<file path="src/rtl/mux4_pkg.sv">
// Shared types and constants for the four-way round-robin output mux.
package mux4_pkg;

  localparam int unsigned NumReq = 4;

  typedef logic [1:0] sel_t;

  typedef enum logic {
    IDLE = 1'b0,
    FULL = 1'b1
  } state_e;

endpackage

</file>
<file path="src/rtl/mux4_rr_pick.sv">
// Combinational round-robin picker: first set request after 'last', wrapping 3->0.
module mux4_rr_pick
  import mux4_pkg::*;
(
  input  logic [NumReq-1:0] req,
  input  sel_t              last,
  output sel_t              winner,
  output logic              any
);

  sel_t idx;

  always_comb begin
    winner = last;
    any    = 1'b0;
    idx    = '0;
    // Offsets 1..4 visit every requester once, ending with 'last' itself.
    for (int unsigned i = 1; i <= NumReq; i++) begin
      idx = last + sel_t'(i);
      if (!any && req[idx]) begin
        winner = idx;
        any    = 1'b1;
      end
    end
  end

endmodule

</file>
<file path="src/rtl/mux4_arbiter.sv">
// Four-requester round-robin mux with a one-word registered output stage.
// Optional per-requester saturating grant counters under MUX4_ARBITER_CNT_EN.
module mux4_arbiter
  import mux4_pkg::*;
#(
  parameter int unsigned Width = 16
) (
  input  logic                    clk_i,
  input  logic                    rst_ni,
  input  logic [NumReq-1:0]       req_i,
  input  logic [Width-1:0]        a_i,
  input  logic [Width-1:0]        b_i,
  input  logic [Width-1:0]        c_i,
  input  logic [Width-1:0]        d_i,
  input  logic                    y_ready_i,
  output logic [NumReq-1:0]       ack_o,
  output sel_t                    sel_o,
  output logic [Width-1:0]        y_o,
`ifdef MUX4_ARBITER_CNT_EN
  output logic [NumReq-1:0][15:0] grant_cnt_o,
`endif
  output logic                    y_valid_o
);

  state_e           state_q, state_d;
  sel_t             last_q;
  sel_t             winner;
  logic             any;
  logic             capture;
  logic [Width-1:0] win_data;

  mux4_rr_pick u_pick (
    .req    (req_i),
    .last   (last_q),
    .winner (winner),
    .any    (any)
  );

  always_comb begin
    win_data = a_i;
    case (winner)
      2'd0:    win_data = a_i;
      2'd1:    win_data = b_i;
      2'd2:    win_data = c_i;
      default: win_data = d_i;
    endcase
  end

  always_comb begin
    capture = any && ((state_q == IDLE) || y_ready_i);
    // Gate with rst_ni so no requester sees an ack while reset is held.
    ack_o   = '0;
    if (capture && rst_ni) begin
      ack_o[winner] = 1'b1;
    end
    state_d = state_q;
    if (capture) begin
      state_d = FULL;
    end else if ((state_q == FULL) && y_ready_i) begin
      state_d = IDLE;
    end
  end

  assign y_valid_o = (state_q == FULL);

  always_ff @(posedge clk_i or negedge rst_ni) begin
    if (!rst_ni) begin
      state_q <= IDLE;
      y_o     <= '0;
      sel_o   <= 2'b00;
      last_q  <= 2'd3;
    end else begin
      state_q <= state_d;
      if (capture) begin
        y_o    <= win_data;
        sel_o  <= winner;
        last_q <= winner;
      end
    end
  end

`ifdef MUX4_ARBITER_CNT_EN
  always_ff @(posedge clk_i or negedge rst_ni) begin
    if (!rst_ni) begin
      grant_cnt_o <= '0;
    end else begin
      for (int unsigned k = 0; k < NumReq; k++) begin
        if (ack_o[k] && (grant_cnt_o[k] != '1)) begin
          grant_cnt_o[k] <= grant_cnt_o[k] + 16'd1;
        end
      end
    end
  end
`endif

endmodule
</file>
<file path="config.mk">
export PLATFORM = sky130hd
export DESIGN_NAME = mux4_arbiter
export DESIGN_NICKNAME = d
export VERILOG_FILES = /design/src/rtl/mux4_pkg.sv /design/src/rtl/mux4_rr_pick.sv /design/src/rtl/mux4_arbiter.sv
export SDC_FILE = /design/constraint.sdc
export NUM_CORES = 1
export LEC_CHECK = 0
export CORE_AREA = 2 2 72 74
export CTS_CLUSTER_DIAMETER = 30
export DETAILED_ROUTE_END_ITERATION = 12
export DIE_AREA = 0 0 74 76
export PLACE_DENSITY = 0.75
export SYNTH_ARGS = -nofsm -noshare
export SYNTH_HDL_FRONTEND = slang
export SYNTH_SLANG_ARGS = --single-unit
</file>
<file path="constraint.sdc">
create_clock -name clk_i -period 2.05 [get_ports clk_i]
set_clock_uncertainty 0.05 [all_clocks]
set_input_delay 0.3075 -clock clk_i [delete_from_list [all_inputs] [get_ports clk_i]]
set_output_delay 0.3075 -clock clk_i [all_outputs]
set_load 0.01 [all_outputs]
</file>
## Word level (Yosys, flattened, before mapping)

Index checks and enable logic that the tools add are counted.

| storage, ports and cells | value |
|---|---|
| register bits | 21 |
| bits of input ports | 71 |
| output and inout port bits | 23 |

| cells by class | value |
|---|---|
| reductions and logical operators | 13 |
| equal/unequal tests | 2 |
| muxes and demuxes | 22 |
| bitwise logic cells | 1 |
| $lt $le $gt $ge | 6 |
| add/sub/neg operators | 3 |

Operators by type and width:

| cell | count |
|---|---|
| 16-bit case mux with 3 select lines | 1 |
| 2-bit by 3-bit < comparator with 1-bit output (second input constant) | 5 |
| 1-bit two-way mux | 11 |
| 1-bit binary-select mux with 2-bit select | 4 |
| 2-bit two-way mux | 4 |
| 1-bit logical AND | 7 |
| 2-bit adder (second input constant) | 2 |
| 4-bit two-way mux | 1 |
| 1-bit logical NOT | 3 |
| 2-bit by 1-bit adder with 2-bit output (second input constant) | 1 |
| 1-bit demux with 2-bit select | 1 |
| 2-bit by 1-bit == test with 1-bit output (second input constant) | 1 |
| 2-bit == test (second input constant) | 1 |
| 2-bit by 1-bit greater-or-equal comparator with 1-bit output (second input constant) | 1 |
| 2-bit logical NOT | 1 |
| 2-bit nonzero test | 1 |
| 1-bit logical OR | 1 |
| 1-bit inverter | 1 |

## Longest topological paths before layout

Gate-level depths: netlist (run 1).

| depth | value |
|---|---|
| depth after elaboration | 18 |
| mapped depth | 7 |
| depth with buffers taken out | 5 |

## Cells and area by module

From an unflattened synthesis (run 1), not the netlist that was laid out.

| unflattened totals | value |
|---|---|
| cells, all modules | 88 |
| area, all modules | 1346.3 um^2 |

Modules (own cells, without submodules):

| module | cells an instance | area an instance (um^2) | instances | seq. area each (um^2) |
|---|---|---|---|---|
| mux4_arbiter | 74 | 1263.7 | 1 | 528.0 |
| mux4_rr_pick | 14 | 82.6 | 1 | 0.0 |

## Least setup slack after synthesis (run 1)

Ideal clock, no wire load.

| timing path | value |
|---|---|
| path kind | reg2out |
| start point | register last_q[0] |
| end point | output ack_o[2] |
| data required time | 1692 ps |
| stages on the path, launching flop included | 7 |
| buffers on the path | 1 |
| arrival | 1710 ps |
| setup slack | -17 ps |
| path through | dfstp_2 > or2b_1 > o21ai_0 > o21ai_1 > buf_4 > nand3_1 > nor2_1 |

| on the way | value |
|---|---|
| cells in the longest elaborated chain, start to end | 18 |

Ends and longest elaborated chain:

| item | RTL line | source |
|---|---|---|
| from (decl) | mux4_arbiter.sv:26 | `sel_t last_q;` |
| from (signal assigned) | mux4_arbiter.sv:77 | `last_q <= winner;` |
| 2-bit by 1-bit adder with 2-bit output | mux4_rr_pick.sv:19 | `idx = last + sel_t'(i);` |
| 1-bit binary-select mux with 2-bit select | mux4_rr_pick.sv:20 | `if (!any && req[idx]) begin` |
| 1-bit two-way mux (implied by the code) | mux4_rr_pick.sv:20 |  |
| 1-bit two-way mux | mux4_rr_pick.sv:20 |  |
| 1-bit logical NOT | mux4_rr_pick.sv:20 |  |
| 1-bit logical AND | mux4_rr_pick.sv:20 |  |
| 1-bit two-way mux | mux4_rr_pick.sv:20 |  |
| 1-bit logical NOT | mux4_rr_pick.sv:20 |  |
| [2 not listed] | -- |  |
| 1-bit logical NOT | mux4_rr_pick.sv:20 |  |
| 1-bit logical AND | mux4_rr_pick.sv:20 |  |
| 2-bit two-way mux | mux4_rr_pick.sv:20 |  |
| 2-bit by 3-bit < comparator with 1-bit output (implied by the code) / 2-bit by 1-bit greater-or-equal comparator with 1-bit output (equally long branches) | mux4_arbiter.sv:54 | `ack_o[winner] = 1'b1;` |
| 1-bit logical AND (implied by the code) | mux4_arbiter.sv:54 |  |
| 1-bit two-way mux (implied by the code) | mux4_arbiter.sv:54 |  |
| 1-bit demux with 2-bit select | mux4_arbiter.sv:54 |  |
| 4-bit two-way mux * | mux4_arbiter.sv:53 | `if (capture && rst_ni) begin` |
| to (decl) | mux4_arbiter.sv:16 | `output logic [NumReq-1:0] ack_o,` |

Every way passes the cells marked *; elsewhere a longest branch is shown, timed or not. The select of a mux whose other input is x is not followed.

## Worst setup path after layout (run 1)

| timing path | value |
|---|---|
| start point | input req_i[3] |
| end point | output ack_o[3] |

| on the way | value |
|---|---|
| cells in the longest elaborated chain, start to end | 17 |

Ends and longest elaborated chain:

| item | RTL line | source |
|---|---|---|
| from (decl) | mux4_arbiter.sv:10 | `input logic [NumReq-1:0] req_i,` |
| 1-bit binary-select mux with 2-bit select | mux4_rr_pick.sv:20 |  |
| 1-bit two-way mux (implied by the code) | mux4_rr_pick.sv:20 |  |
| 1-bit two-way mux | mux4_rr_pick.sv:20 |  |
| 1-bit logical NOT | mux4_rr_pick.sv:20 |  |
| 1-bit logical AND | mux4_rr_pick.sv:20 |  |
| 1-bit two-way mux | mux4_rr_pick.sv:20 |  |
| 1-bit logical NOT | mux4_rr_pick.sv:20 |  |
| 1-bit logical AND | mux4_rr_pick.sv:20 |  |
| 1-bit two-way mux | mux4_rr_pick.sv:20 |  |
| 1-bit logical NOT | mux4_rr_pick.sv:20 |  |
| 1-bit logical AND | mux4_rr_pick.sv:20 |  |
| 2-bit two-way mux | mux4_rr_pick.sv:20 |  |
| 2-bit by 3-bit < comparator with 1-bit output (implied by the code) / 2-bit by 1-bit greater-or-equal comparator with 1-bit output (equally long branches) | mux4_arbiter.sv:54 |  |
| 1-bit logical AND (implied by the code) | mux4_arbiter.sv:54 |  |
| 1-bit two-way mux (implied by the code) | mux4_arbiter.sv:54 |  |
| 1-bit demux with 2-bit select | mux4_arbiter.sv:54 |  |
| 4-bit two-way mux * | mux4_arbiter.sv:53 |  |

Marked as above.

==> out/metrics.csv, run 1 <==
stage;metric;value;unit
die;Initial Utilization;0.326;
power;Leakage;1.15;nW
placed_design;Port Buffer Count;93;
sta;FMAX;494;MHz
route;initial detailed-routing violation count;87;
synth;#FFs+latches synth;21;
setup_path;Reg2Reg Setup Slack;0.09;ns
setup_path;FF-to-FF Start;last_q[0];
grt;initial antenna violation count;0;
sta;Fin. Hold Viols;0;
worst_hold_path;HP Class;input pin to flop;
setup_path;worst r2r path cells;7;
power;peak supply drop;525;µV
route;vias per std cell;5.28;
die;Die ar.;0.00562;mm²
die;io pins;94;
placed_design;post-detail-place hpwl;3.94;mm
setup_path;critical path type;input pin to output port;
sta;final period utilization;0.987;
clock_tree;CTS sink cnt;21;
synth;Post-synth EDFFs;0;
grt;largest net degree at the start of global routing;31;
sta;measured slew at the worst slew-check pin;0.255;ns
finish;Area Overhead vs Synth;73.1;%
grt;first-pass GRT wire length;8.89;mm
power;Pwr Density;844;mW/mm²
setup_path;CP required;1.69;ns
synth;biggest area consumer among synthesized cells;dfrtp_1;
grt;total gr overflow;0;
grt;vias in the first global route;1883;
clock_tree;cts-stage hold buffer count;0;
setup_path;worst-path maximum fanout;3;
clock_tree;Root Buffer;clkbuf_8;
setup_path;Worst setup EP type;output port;
sta;# setup viols final;0;
clock_tree;Clk pin slew, worst setup/hold paths;0.08;ns
placed_design;Post-DP Area;0.00271;mm²
finish;layout cell share with drive strength beyond 1;0.172;
sta;setup repair after global routing missed its margin;yes;
die;die width;74;µm
finish;n_diodes;0;
die;# rows;26;
synth;Most used DFF post-synth;dfrtp_1;
synth;Synth Cell Area;0.00160;mm²
finish;design area;0.00277;mm²
die;Die Y;76;µm
route;WL per Instance;15.5;µm
route;Routed Wire Length;5.33;mm
die;Core ar.;0.00491;mm²
placed_design;routability cong.;0.818;
worst_hold_path;hold_sp;req_i[1];
sta;relative slew slack;0.827;
route;Final ANT Viol Nets;0;
synth;sequential element share of the synthesized area;0.329;
route;DR vias;1812;
clock_tree;CTS buffer count;3;
finish;commonest non-fill, non-tap cell in the layout;clkdlybuf4s50_1;
synth;Synth area leaders;dfrtp_1 (30%), mux2i_1 (10%), a211o_1 (8.7%);
setup_path;Reg-to-Reg End;y_o[14];
synth;syn_area_per_cell;9.26;µm²
grt;Global Route Usage Sum;0.195;
synth;post-synthesis async set-or-reset flop share;1.00;
setup_path;worst setup path startpoint;req_i[3];
synth;YS warnings;0;
sta;Final min period;2.02;ns
synth;share of the synthesized area in the top cell type;0.297;
job;maxcap violations;0;
finish;final core occ;0.565;
synth;Synth Net Count;244;
clock_tree;CTS tree;built;
setup_path;Worst EP arrival;1.67;ns
clock_tree;Worst-Skew Late Latency;0.26;ns
synth;synthesized instance count;173;
route;drt drc;0;
synth;Cell variety after synth;29;
clock_tree;clk buf depth;2;
route;1st-pass router iterations;4;
status;status;complete, no violations;
clock_tree;post-CTS setup buffer count;0;
clock_tree;H-tree depth;1;
sta;fin. max-slew vios;0;
finish;most frequent cells in the layout;clkdlybuf4s50_1 (88), buf_4 (19), dfrtp_1 (19);
finish;# nets final;345;
setup_path;Setup crit end;ack_o[3];
setup_path;Critical Path Start Type;input pin;
==> critical path, stage by stage <==
cell and delay (ns):
clkdlybuf4s50_1 0.43, nor2b_1 0.16, buf_4 0.14, o21a_1 0.21
nor3_4 0.20, nor2_1 0.08, buf_2 0.14
==> final cells by class <==
class | instances | area [µm²]
clock inverters | 1 | 5.00
well taps | 70 | 87.6
multi-input cells | 133 | 1000
fillers | 449 | 2140
flip-flops and latches | 21 | 528
clock buffers | 3 | 41.3
repair buffers | 115 | 1110
==> through the flow <==
stage	power, mW	worst slack [ns]	hold WS [ns]	setup TNS (ns)	std cells
6_report	2.34	0.0257	0.437	0	343
5_1_grt	2.51	-0.0470	0.454	-0.292	343
4_1_cts	2.36	0.0165	0.443	0	343
3_5_place_dp	2.06	-0.468	0.418	-7.32	339
3_3_place_gp	2.03	-0.424	0.415	-6.22	339
2_1_floorplan	1.41	0.0620	-0.0381	0	173
==> layer usage <==
metal / global-route usage / share of wire / up-vias / wire length [µm]
met4: 0.0236 / 0.0054 / 0 / 29
met2: 0.324 / 0.47 / 75 / 2520
met3: 0.0331 / 0.074 / 4 / 395
met5: 0 / 0 / - / 0
li1: - / - / 884 / -
met1: 0.270 / 0.45 / 849 / 2380
==> repair_timing <==
action	CTS	global route
setup endpoints to repair	20	19
resized for setup	26	2
pin swaps	3	2
==> how the worst min path moves through the flow <==
| stage | to | slack [ns] | depth (start not counted) |
|---|---|---|---|
| 2_1_floorplan | sel_o[0] | -0.04 | 0 |
| 3_3_place_gp | y_o[14] | 0.42 | 2 |
| 3_5_place_dp | sel_o[1] | 0.42 | 1 |
| 4_1_cts | y_o[10] | 0.44 | 2 |
| 5_1_grt | y_valid_o | 0.45 | 4 |
| 6_report | y_valid_o | 0.44 | 4 |
==> logic make-up after synthesis <==
| kind of cell | synth area share |
|---|---|
| AOI/OAI and AO/OA | 0.328 |
| and+or+nand+nor | 0.177 |
| DFF | 0.329 |
| buffers and inverters | 0.0656 |
| muxes | 0.0999 |
==> Yosys cell counts (2+ instances only) <==
cell type / count
mux2i_1: 16
dfstp_2: 2
nand2b_1: 2
clkbuf_1: 9
o31ai_1: 16
o311ai_1: 12
dfrtp_1: 19
buf_6: 3
nor2b_1: 2
o21a_1: 2
buf_2: 5
a21o_1: 3
a211o_1: 16
a21oi_1: 2
nand4_1: 16
nand3_1: 4
nand2_1: 19
o21ai_0: 2
o311ai_2: 4
nor2_1: 10
==> state kept, by name, summed over array words and instances, names as in the netlist <==
register / count
last_q: 2
sel_o: 2
y_o: 16
y_valid_o: 1
==> report_power, final <==
part	internal, mW	switching, mW
registers	0.575	0.0931
clock network	0.135	0.149
logic	0.749	0.641
total	1.46	0.883
No activity file was read; power rests on OpenSTA's default activity.
==> run 2, diff against run 1 <==
- GPL_TIMING_DRIVEN: unset -> 0
==> out/metrics.csv, run 2 (synthesized netlist as in run 1, its figures left out) <==
stage;metric;value;unit;change
status;status;finished with violations;;was complete, no violations
status;failing checks;negative setup slack;;
power;Leakage;1.16;nW;was 1.15 nW
grt;total gr overflow;0;;unchanged
sta;measured slew at the worst slew-check pin;0.628;ns;was 0.255 ns
finish;final std cells w/o fill;350;;was 343
clock_tree;CTS sink cnt;21;;unchanged
finish;biggest regs;y_o x16, last_q x2, sel_o x2;;unchanged
sta;# setup viols final;4;;was 0
setup_path;CP peak stage delay;0.57;ns;was 0.43 ns
power;peak supply drop;350;µV;was 525 µV
clock_tree;cts-stage hold buffer count;0;;unchanged
setup_path;Cell Chain, Critical Path;or2b_4, buf_6, a21oi_4, nor3_4, buf_6, buf_6, nor2_2, buf_2;;was clkdlybuf4s50_1, nor2b_1, buf_4, o21a_1, nor3_4, nor2_1, buf_2
clock_tree;CTS buffer count;3;;unchanged
finish;most frequent cells in the layout;clkdlybuf4s50_1 (85), dfrtp_1 (19), nand2_1 (18);;was clkdlybuf4s50_1 (88), buf_4 (19), dfrtp_1 (19)
finish;n_diodes;0;;unchanged
finish;max reg flops;16;;unchanged
route;Final ANT Viol Nets;0;;unchanged
setup_path;slowest CP cell;dfstp_2;;was clkdlybuf4s50_1
sta;setup repair after global routing missed its margin;yes;;unchanged
die;# rows;26;;unchanged
route;drt drc;0;;unchanged
setup_path;Worst setup EP type;output port;;unchanged
placed_design;Inst Count DP;336;;was 339
setup_path;critical path type;flop to output port;;was input pin to output port
sta;relative slew slack;0.581;;was 0.827
grt;initial antenna violation count;0;;unchanged
grt;Global Route Usage Sum;0.209;;was 0.195
setup_path;CP required;1.69;ns;about the same
grt;first-pass GRT wire length;9.34;mm;was 8.89 mm
clock_tree;Root Buffer;clkbuf_8;;unchanged
job;maxcap violations;0;;unchanged
sta;Setup TNS Final;-0.105;ns;was 0 ns
grt;largest net degree at the start of global routing;24;;was 31
grt;vias in the first global route;2000;;was 1883
setup_path;Worst Path Buf+Inv;4;;was 3
placed_design;routability cong.;0.769;;was 0.818
sta;Fin. Hold Viols;0;;unchanged
die;io pins;94;;unchanged
setup_path;worst r2r path cells;9;;was 7
setup_path;worst-path maximum fanout;3;;unchanged
sta;FMAX;475;MHz;was 494 MHz
route;Routed Wire Length;5.72;mm;was 5.33 mm
sta;Final min period;2.10;ns;was 2.02 ns
power;total chip power;2.47;mW;was 2.34 mW
placed_design;Port Buffer Count;93;;unchanged
placed_design;post-detail-place hpwl;4.01;mm;was 3.94 mm
finish;# nets final;352;;was 345
die;Die ar.;0.00562;mm²;unchanged
setup_path;critical path's most frequent cell;buf_6;;
finish;commonest non-fill, non-tap cell in the layout;clkdlybuf4s50_1;;unchanged
clock_tree;Worst-Skew Late Latency;0.26;ns;about the same
finish;Reg with most FFs;y_o;;unchanged
finish;layout cell share with drive strength beyond 1;0.200;;was 0.172
die;Initial Utilization;0.326;;unchanged
sta;final setup margin;-0.0534;ns;was 0.0257 ns
finish;final core occ;0.575;;was 0.565
sta;fin. max-slew vios;0;;unchanged
sta;WHS;0.100;ns;was 0.437 ns
clock_tree;Clk pin slew, worst setup/hold paths;0.08;ns;about the same
route;1st-pass router iterations;4;;unchanged
clock_tree;CTS tree;built;;unchanged
sta;final period utilization;1.03;;was 0.987
die;die width;74;µm;unchanged
clock_tree;H-tree depth;1;;unchanged
die;Core ar.;0.00491;mm²;unchanged
setup_path;cell family with the largest share of critical-path delay;flip-flops;;was buffers and inverters
die;Die Y;76;µm;unchanged
power;Pwr Density;875;mW/mm²;was 844 mW/mm²
clock_tree;clk buf depth;2;;unchanged
route;WL per Instance;16.3;µm;was 15.5 µm
worst_hold_path;HP Class;input pin to asynchronous set/reset pin;;was input pin to flop
setup_path;Worst EP arrival;1.75;ns;was 1.67 ns
setup_path;Critical Path Start Type;flop;;was input pin
finish;Area Overhead vs Synth;76.3;%;was 73.1%
route;initial detailed-routing violation count;102;;was 87
setup_path;Worst path depth;8;;was 7
route;DR vias;1851;;was 1812
route;vias per std cell;5.29;;was 5.28
## run 2: path summary, 6_finish.rpt
check                               start   endpoint  slack, ns
worst max-delay path            last_q[0]   ack_o[1]      -0.05
worst min-delay path               rst_ni     y_o[1]        0.1
worst min register to register     y_o[3]     y_o[3]       0.44
min in group clk_i               req_i[1]  y_valid_o       0.43
worst max register to register  last_q[0]    y_o[12]       0.05
max in group asynchronous          rst_ni   sel_o[1]       1.45
## run 2: stage by stage
step,area (µm²),worst slack [ns]
2_1_floorplan,1610,0.0620
3_3_place_gp,2630,-0.965
3_5_place_dp,2630,-0.965
4_1_cts,2800,-0.0921
5_1_grt,2830,-0.139
6_report,2830,-0.0534
## run 2: layout make-up
class                   count  area [µm²]
clock buffers               4        45.0
well taps                  70        87.6
plain buffers              12        85.1
multi-input cells         133        1040
flip-flops and latches     21         528
repair buffers            110        1040
fillers                   465        2090
## run 2: power breakdown
| group | switching, mW | total, mW | leakage (nW) | internal, mW |
|---|---|---|---|---|
| logic | 0.683 | 1.52 | 0.884 | 0.834 |
| registers | 0.0984 | 0.674 | 0.251 | 0.575 |
| clock network | 0.143 | 0.281 | 0.0228 | 0.139 |
## run 2: repair_timing
| item | CTS | global route |
|---|---|---|
| resized for setup | 47 | 6 |
| buffers inserted | 13 | 4 |
| pin swaps | 11 | 9 |
| endpoints found under the setup margin | 13 | 14 |
## run 2: routing by layer
layer,share of wire,track usage
met5,0,0
met4,0.013,0.0400
met3,0.085,0.0503
met2,0.49,0.355
met1,0.41,0.267
